===== src/rtl/regfile_operand_fetch.sv =====
// Operand fetch stage: checks a pending-write scoreboard for RAW hazards, reads the
// register file, forwards same-cycle writeback data and hands operands to execute.
module regfile_operand_fetch #(
  parameter int XLEN = 32,
  parameter int NREG = 32,
  parameter int AW   = 5
) (
  input  logic            clk,
  input  logic            rst,
  input  logic            in_valid,
  output logic            in_ready,
  input  logic [AW-1:0]   in_rs1,
  input  logic [AW-1:0]   in_rs2,
  input  logic [AW-1:0]   in_rd,
  input  logic            in_rd_wen,
  output logic            out_valid,
  input  logic            out_ready,
  output logic [XLEN-1:0] out_rs1_val,
  output logic [XLEN-1:0] out_rs2_val,
  output logic [AW-1:0]   out_rd,
  output logic            out_rd_wen,
  input  logic            wb_valid,
  input  logic [AW-1:0]   wb_rd,
  input  logic [XLEN-1:0] wb_data,
  output logic [AW-1:0]   rf_reg_num_1,
  output logic [AW-1:0]   rf_reg_num_2,
  output logic [AW-1:0]   rf_reg_num,
  output logic [XLEN-1:0] rf_val,
  output logic            rf_op,
  input  logic [XLEN-1:0] rf_reg_1,
  input  logic [XLEN-1:0] rf_reg_2,
  output logic [NREG-1:0] busy
);

  typedef enum logic [2:0] {
    S_IDLE,
    S_CHECK,
    S_ISSUE,
    S_CAPTURE,
    S_HOLD
  } state_t;

  localparam logic [NREG-1:0] ONE_HOT0 = {{(NREG-1){1'b0}}, 1'b1};

  state_t          state_q;
  logic [AW-1:0]   rs1_q, rs2_q, rd_q;
  logic            rd_wen_q;
  logic [NREG-1:0] busy_q, busy_d;
  logic            out_valid_q;
  logic [XLEN-1:0] out_rs1_val_q, out_rs2_val_q;
  logic [AW-1:0]   out_rd_q;
  logic            out_rd_wen_q;

  logic            wb_wr;
  logic [NREG-1:0] wb_clr_mask, busy_clr, set_mask;
  logic            hazard, handshake;
  logic [XLEN-1:0] fwd_rs1, fwd_rs2;

  // Writes to x0 are dropped entirely: no rf write and no scoreboard change.
  assign wb_wr       = wb_valid && (wb_rd != '0);
  assign wb_clr_mask = wb_wr ? (ONE_HOT0 << wb_rd) : '0;
  assign busy_clr    = busy_q & ~wb_clr_mask;

  // Hazard looks at the scoreboard after this cycle's writeback clear.
  assign hazard = ((rs1_q != '0) && busy_clr[rs1_q]) ||
                  ((rs2_q != '0) && busy_clr[rs2_q]);

  assign handshake = (state_q == S_HOLD) && out_ready;
  assign set_mask  = (handshake && out_rd_wen_q && (out_rd_q != '0)) ?
                     (ONE_HOT0 << out_rd_q) : '0;
  // OR-ing the set after the clear lets a dispatch beat a same-index writeback.
  assign busy_d    = (busy_clr | set_mask) & ~ONE_HOT0;

  assign fwd_rs1 = (rs1_q == '0) ? '0 :
                   (wb_valid && (wb_rd == rs1_q)) ? wb_data : rf_reg_1;
  assign fwd_rs2 = (rs2_q == '0) ? '0 :
                   (wb_valid && (wb_rd == rs2_q)) ? wb_data : rf_reg_2;

  // NOTE: every output of a combinational block gets a default first, so no path can infer a latch.
  always_comb begin
    rf_op        = 1'b0;
    rf_reg_num   = '0;
    rf_val       = '0;
    rf_reg_num_1 = '0;
    rf_reg_num_2 = '0;
    if (!rst) begin
      if (wb_wr) begin
        rf_op      = 1'b1;
        rf_reg_num = wb_rd;
        rf_val     = wb_data;
      end else if ((state_q == S_ISSUE) && !wb_valid) begin
        rf_reg_num_1 = rs1_q;
        rf_reg_num_2 = rs2_q;
      end
    end
  end

  // NOTE: state uses non-blocking assignments only; reset is sampled on the clock edge.
  always_ff @(posedge clk) begin
    if (rst) begin
      state_q       <= S_IDLE;
      rs1_q         <= '0;
      rs2_q         <= '0;
      rd_q          <= '0;
      rd_wen_q      <= 1'b0;
      busy_q        <= '0;
      out_valid_q   <= 1'b0;
      out_rs1_val_q <= '0;
      out_rs2_val_q <= '0;
      out_rd_q      <= '0;
      out_rd_wen_q  <= 1'b0;
    end else begin
      busy_q <= busy_d;
      unique case (state_q)
        S_IDLE: begin
          if (in_valid) begin
            rs1_q    <= in_rs1;
            rs2_q    <= in_rs2;
            rd_q     <= in_rd;
            rd_wen_q <= in_rd_wen;
            state_q  <= S_CHECK;
          end
        end
        S_CHECK: begin
          if (!hazard) state_q <= S_ISSUE;
        end
        S_ISSUE: begin
          if (!wb_valid) state_q <= S_CAPTURE;
        end
        S_CAPTURE: begin
          out_rs1_val_q <= fwd_rs1;
          out_rs2_val_q <= fwd_rs2;
          out_rd_q      <= rd_q;
          out_rd_wen_q  <= rd_wen_q;
          out_valid_q   <= 1'b1;
          state_q       <= S_HOLD;
        end
        S_HOLD: begin
          if (out_ready) begin
            out_valid_q <= 1'b0;
            state_q     <= S_IDLE;
          end
        end
        default: state_q <= S_IDLE;
      endcase
    end
  end

  assign in_ready    = (state_q == S_IDLE);
  assign out_valid   = out_valid_q;
  assign out_rs1_val = out_rs1_val_q;
  assign out_rs2_val = out_rs2_val_q;
  assign out_rd      = out_rd_q;
  assign out_rd_wen  = out_rd_wen_q;
  assign busy        = busy_q;

endmodule

===== config.mk =====
export PLATFORM = sky130hd
export DESIGN_NAME = regfile_operand_fetch
export DESIGN_NICKNAME = d
export VERILOG_FILES = /design/src/rtl/regfile_operand_fetch.sv
export SDC_FILE = /design/constraint.sdc
export NUM_CORES = 1
export LEC_CHECK = 0
export CORE_ASPECT_RATIO = 1.2
export CORE_MARGIN = 1
export CORE_UTILIZATION = 48
export CTS_BUF_LIST = sky130_fd_sc_hd__clkbuf_2
export DETAILED_ROUTE_END_ITERATION = 7
export HOLD_SLACK_MARGIN = 0.1
export PLACE_DENSITY = 0.89
export SLEW_MARGIN = 30
export SYNTH_ARGS = -nofsm -noshare
export SYNTH_HDL_FRONTEND = slang
export SYNTH_SLANG_ARGS = --single-unit
export TNS_END_PERCENT = 30

===== constraint.sdc =====
create_clock -name clk -period 4.03 [get_ports clk]
set_input_delay 0.806 -clock clk [delete_from_list [all_inputs] [get_ports clk]]
set_output_delay 0.806 -clock clk [all_outputs]
set_load 0.03 [all_outputs]

**Word level (Yosys, flattened, before mapping)**

Index checks and enable logic that the tools add are counted.

- Output and inout bits: 152
- Word-level logic and storage cells: 80
- Bits in registers: 122
- Bits of input ports: 122

- Muxes and demuxes: 29
- Equal/unequal tests: 10
- Bitwise logic cells: 3
- Reduce and logical (&&, ||, !) cells: 22
- Shifts and indexed selects: 2
- Order comparisons: 2

Operators by type and width:

| cell | number |
|---|---|
| $mux W32 | 8 |
| $shl A1 B5 Y32 const A | 2 |
| $mux W5 | 8 |
| $and A32 B32 Y32 | 1 |
| $not A32 Y32 | 1 |
| $or A32 B32 Y32 | 1 |
| $reduce_bool A5 Y1 | 4 |
| $pmux W3 S5 | 1 |
| $lt A5 B6 Y1 const B | 2 |
| $mux W3 | 4 |
| $bmux W1 S5 | 2 |
| $eq A5 B5 Y1 | 2 |
| $logic_not A5 Y1 | 2 |
| $logic_and A1 B1 Y1 | 9 |
| $ne A2 B2 Y1 const B | 4 |
| $eq A3 B2 Y1 const B | 2 |
| $mux W1 | 5 |
| $reduce_and A2 Y1 | 2 |
| $reduce_and A4 Y1 | 1 |
| $eq A3 B1 Y1 const B | 1 |
| $eq A3 B3 Y1 const B | 1 |
| $logic_not A3 Y1 | 1 |
| $pmux W1 S2 | 1 |
| $reduce_bool A2 Y1 | 1 |
| other kinds (2) | 2 |

**Depth between registers and ports, before layout**

- Depth in word-level cells: 11
- Depth in mapped cells: 10
- Gate-level depth less buffers: 7

**Worst setup path after synthesis**

Ideal clock, no wire load.

- Kind: input-to-output
- From: input port wb_valid
- To: output port rf_val[22]
- Path slack: 975 ps
- Cell stages on the path: 5
- Data required time: 3,224 ps
- Buffers on the path: 3
- Data arrival time: 2,249 ps
- Cell sequence: buf_6 -> clkbuf_1 -> nor3b_1 -> clkbuf_1 -> and2_1

- Word-level cells in the longest chain between the ends: 3

Ends and longest elaborated chain:

| element | RTL line | text |
|---|---|---|
| start: declaration | 22 | `input logic wb_valid,` |
| $logic_and A1 B1 Y1 | 60 | `assign wb_wr = wb_valid && (wb_rd != '0);` |
| $mux W32 | 87 | `if (wb_wr) begin` |
| $mux W32 | 86 | `if (!rst) begin` |
| end: declaration | 28 | `output logic [XLEN-1:0] rf_val,` |

Every way passes these cells.

**Worst setup path after layout**

- From: register state_q[1]
- To: output port rf_reg_num_1[3]

- Word-level cells in the longest chain between the ends: 5

Ends and longest elaborated chain:

| element | RTL line | text |
|---|---|---|
| start: declaration | 45 | `state_t state_q;` |
| start signal: assignment | 101 | `state_q <= S_IDLE;` |
| start signal: assignment | 121 | `state_q <= S_CHECK;` |
| start signal: assignment | 125 | `if (!hazard) state_q <= S_ISSUE;` |
| $eq A3 B2 Y1 | 91 | `end else if ((state_q == S_ISSUE) && !wb_valid) begin` |
| $logic_and A1 B1 Y1 | 91 |  |
| $mux W5 | 91 |  |
| $mux W5 | 87 |  |
| $mux W5 | 86 |  |
| end: declaration | 25 | `output logic [AW-1:0] rf_reg_num_1,` |

Every way passes these cells.

==> impl_metrics.json <==
{
  "insertion_delay_ns": 0.73,
  "vdd_drop_max_mv": 0.190,
  "fillers": 1073,
  "vias_per_cell": 5.68,
  "final_common_cell": "clkdlybuf4s50_1",
  "ys_types": 70,
  "fp.dieH_um": 130,
  "arrival_ns": 2.88,
  "p_sw_frac": 0.319,
  "yosys_warnings": 0,
  "synth_seq_cells": 121,
  "dp_cells": 1226,
  "switchingPower_uw": 942,
  "hpwl_um": 18000,
  "min_path_type": "register to register",
  "worst_slew_pin_slew_ns": 0.998,
  "cts_resized": 0,
  "status": "finished, final reports clean",
  "skew_ns": 0.0205,
  "synth_seq_area_share": 0.371,
  "nets": 1199,
  "max_freq_mhz": 271,
  "grt_pass1_wl_um": 36300,
  "async_flop_share": 0,
  "power_density_mw_per_mm2": 311,
  "first_global_vias": 6824,
  "cts_buffers": 17,
  "cts.sinks": 121,
  "cts_hold_buf": 0,
  "clock-root-buffer": "clkbuf_2",
  "antenna_cells": 0,
  "endpoint_kind": "output pin",
  "rows": 46,
  "num_vias": 7145,
  "antenna_found_initial": 0,
  "critical_path_class": "register to output pin",
  "grt_max_degree": 95,
  "syn_area_sq_mm": 0.00654,
  "post_cts_buffers": 0,
  "synth_edf_count": 0,
  "maxSlewViolCount": 0,
  "cp_max_fo": 10,
  "intPower_mw": 2.02,
  "rsz0062_at_grt": "no",
  "whs_ns": 0.464,
  "die_w_um": 109,
  "wl_um": 24100,
  "antenna_left": 0,
  "clockBufferDepth": 2,
  "htree_num_levels": 4,
  "setup_violations": 0,
  "synthFlopType": "dfxtp_1",
  "seqPwrFrac": 0.441,
  "grt_overflow_total": 0,
  "finalNonFillerCells": 1258,
  "drt-pass1-iter-count": 5,
  "synth_area_per_cell_sq_um": 7.78,
  "initial_core_util": 0.494,
  "power_mw": 2.96,
  "cap_viol_max_count": 0,
  "mappedNetlistNets": 962,
  "regArea_sq_mm": 0.00242,
  "die-area_sq_mm": 0.0141,
  "relSlewSlack": 0.333,
  "period_minus_slack_ns": 3.68,
  "finalCritPeriodShare": 0.914,
  "gp_congestion": 0.963,
  "port_buffers": 272,
  "ios": 274,
  "drc": 0,
  "syn_inst": 840,
  "multi_input_comb_area_sq_mm": 0.00377,
  "combPwrFrac": 0.237,
  "drive_gt1_frac": 0.103,
  "drtIter0Drc": 513,
  "clockPowerShare": 0.322,
  "drt-wirelength-per-cell_um": 19.1,
  "grt.total_usage": 0.342,
  "clk_pin_slew_ns": 0.18,
  "finalHoldViolCount": 0,
  "synthToLayoutAreaGrowth_pct": 45.7,
  "core-area_sq_mm": 0.0132,
  "cts_tree": "built",
  "mostFrequentLayoutCells": "clkdlybuf4s50_1 (233), nor2_1 (161), a21oi_1 (122)",
  "cp-start-kind": "register",
  "p_leak_nw": 3.37,
  "tns_ns": 0,
  "worstPathRequired_ns": 3.22
}
-- layer usage --
layer / wire length, um / share of wire / track usage / vias to the layer above
met3: 2330 / 0.097 / 0.118 / 72
met4: 897 / 0.037 / 0.179 / 0
met5: 0 / 0 / 0 / -
li1: - / - / - / 3363
met1: 8720 / 0.36 / 0.368 / 3341
met2: 12100 / 0.50 / 0.590 / 369
-- critical path, cell delays in order (launching register included) --
cell,delay [ns]
dfxtp_1,0.54
nand2b_1,0.12
or3_1,0.47
nor2_1,0.20
and2_1,0.15
clkdlybuf4s50_1,0.66
-- cell type report --
| type | count | share of cell area |
|---|---|---|
| flip-flops and latches | 121 | 0.254 |
| inverters | 8 | 0.00315 |
| repair buffers | 289 | 0.293 |
| clock inverters | 13 | 0.0212 |
| well taps | 168 | 0.0221 |
| clock buffers | 19 | 0.00999 |
| multi-input cells | 640 | 0.396 |
-- cells by family (layout without fill, tap and decap cells) --
group / after synthesis / in the layout / synth area share
compound gates: 200 / 200 / 0.181
xor+xnor: 10 / 10 / 0.0134
buf+inv: 79 / 329 / 0.0574
flops: 121 / 121 / 0.371
mux: 72 / 72 / 0.117
other cells: 1 / 1 / 0.000574
simple gates: 357 / 357 / 0.260
-- cells in the mapped netlist, types with 8 or more instances --
library cell	n	area, sq um
nor2_1	161	604
mux2i_1	66	661
nand2_1	90	338
o21ai_0	20	100
and2_1	44	275
nor2b_1	9	56.3
xor2_1	8	70.1
clkbuf_1	49	184
buf_2	12	60.1
o211ai_1	8	60.1
nand2b_1	12	75.1
a21oi_1	122	611
dfxtp_1	121	2420
-- sequential cells by signal, indices dropped and copies added (netlist names) --
name         flops
busy            31
out_rd           5
out_rd_wen       1
out_rs1_val     32
out_rs2_val     32
out_valid        1
rd_q             5
rd_wen_q         1
rs1_q            5
rs2_q            5
state_q          3
-- power by group through the flow --
stage          combinational (mW)  clock, mW  sequential, mW
6_report                    0.701      0.952            1.30
5_1_grt                     0.748       1.02            1.31
4_1_cts                     0.696      0.962            1.30
3_5_place_dp                0.694          0            1.33
3_3_place_gp                0.687          0            1.32
2_1_floorplan               0.386          0            1.33
-- stage by stage --
stage | util | worst slack [ns] | instance area, sq um
after floorplan | - | 0.975 | 6540
after global placement | 0.697 | 0.537 | 9220
after detailed placement | 0.697 | 0.506 | 9220
after CTS | 0.719 | 0.312 | 9520
after global routing | 0.719 | 0.108 | 9520
final | 0.719 | 0.346 | 9520
-- path summary, 6_finish.rpt --
check	startpoint	slack, ns	cells after the start	end
worst min-delay path	rd_q[1]$_SDFFE_PP0P_	0.46	2	out_rd[1]$_SDFFE_PP0P_
worst max-delay path	state_q[1]$_SDFFE_PP0P_	0.35	5	rf_reg_num_1[3]
worst max register to register	rs1_q[2]$_SDFFE_PP0P_	1.56	6	state_q[1]$_SDFFE_PP0P_
worst min register to register	rd_q[1]$_SDFFE_PP0P_	0.46	2	out_rd[1]$_SDFFE_PP0P_
Power figures use the tool's default switching activity.
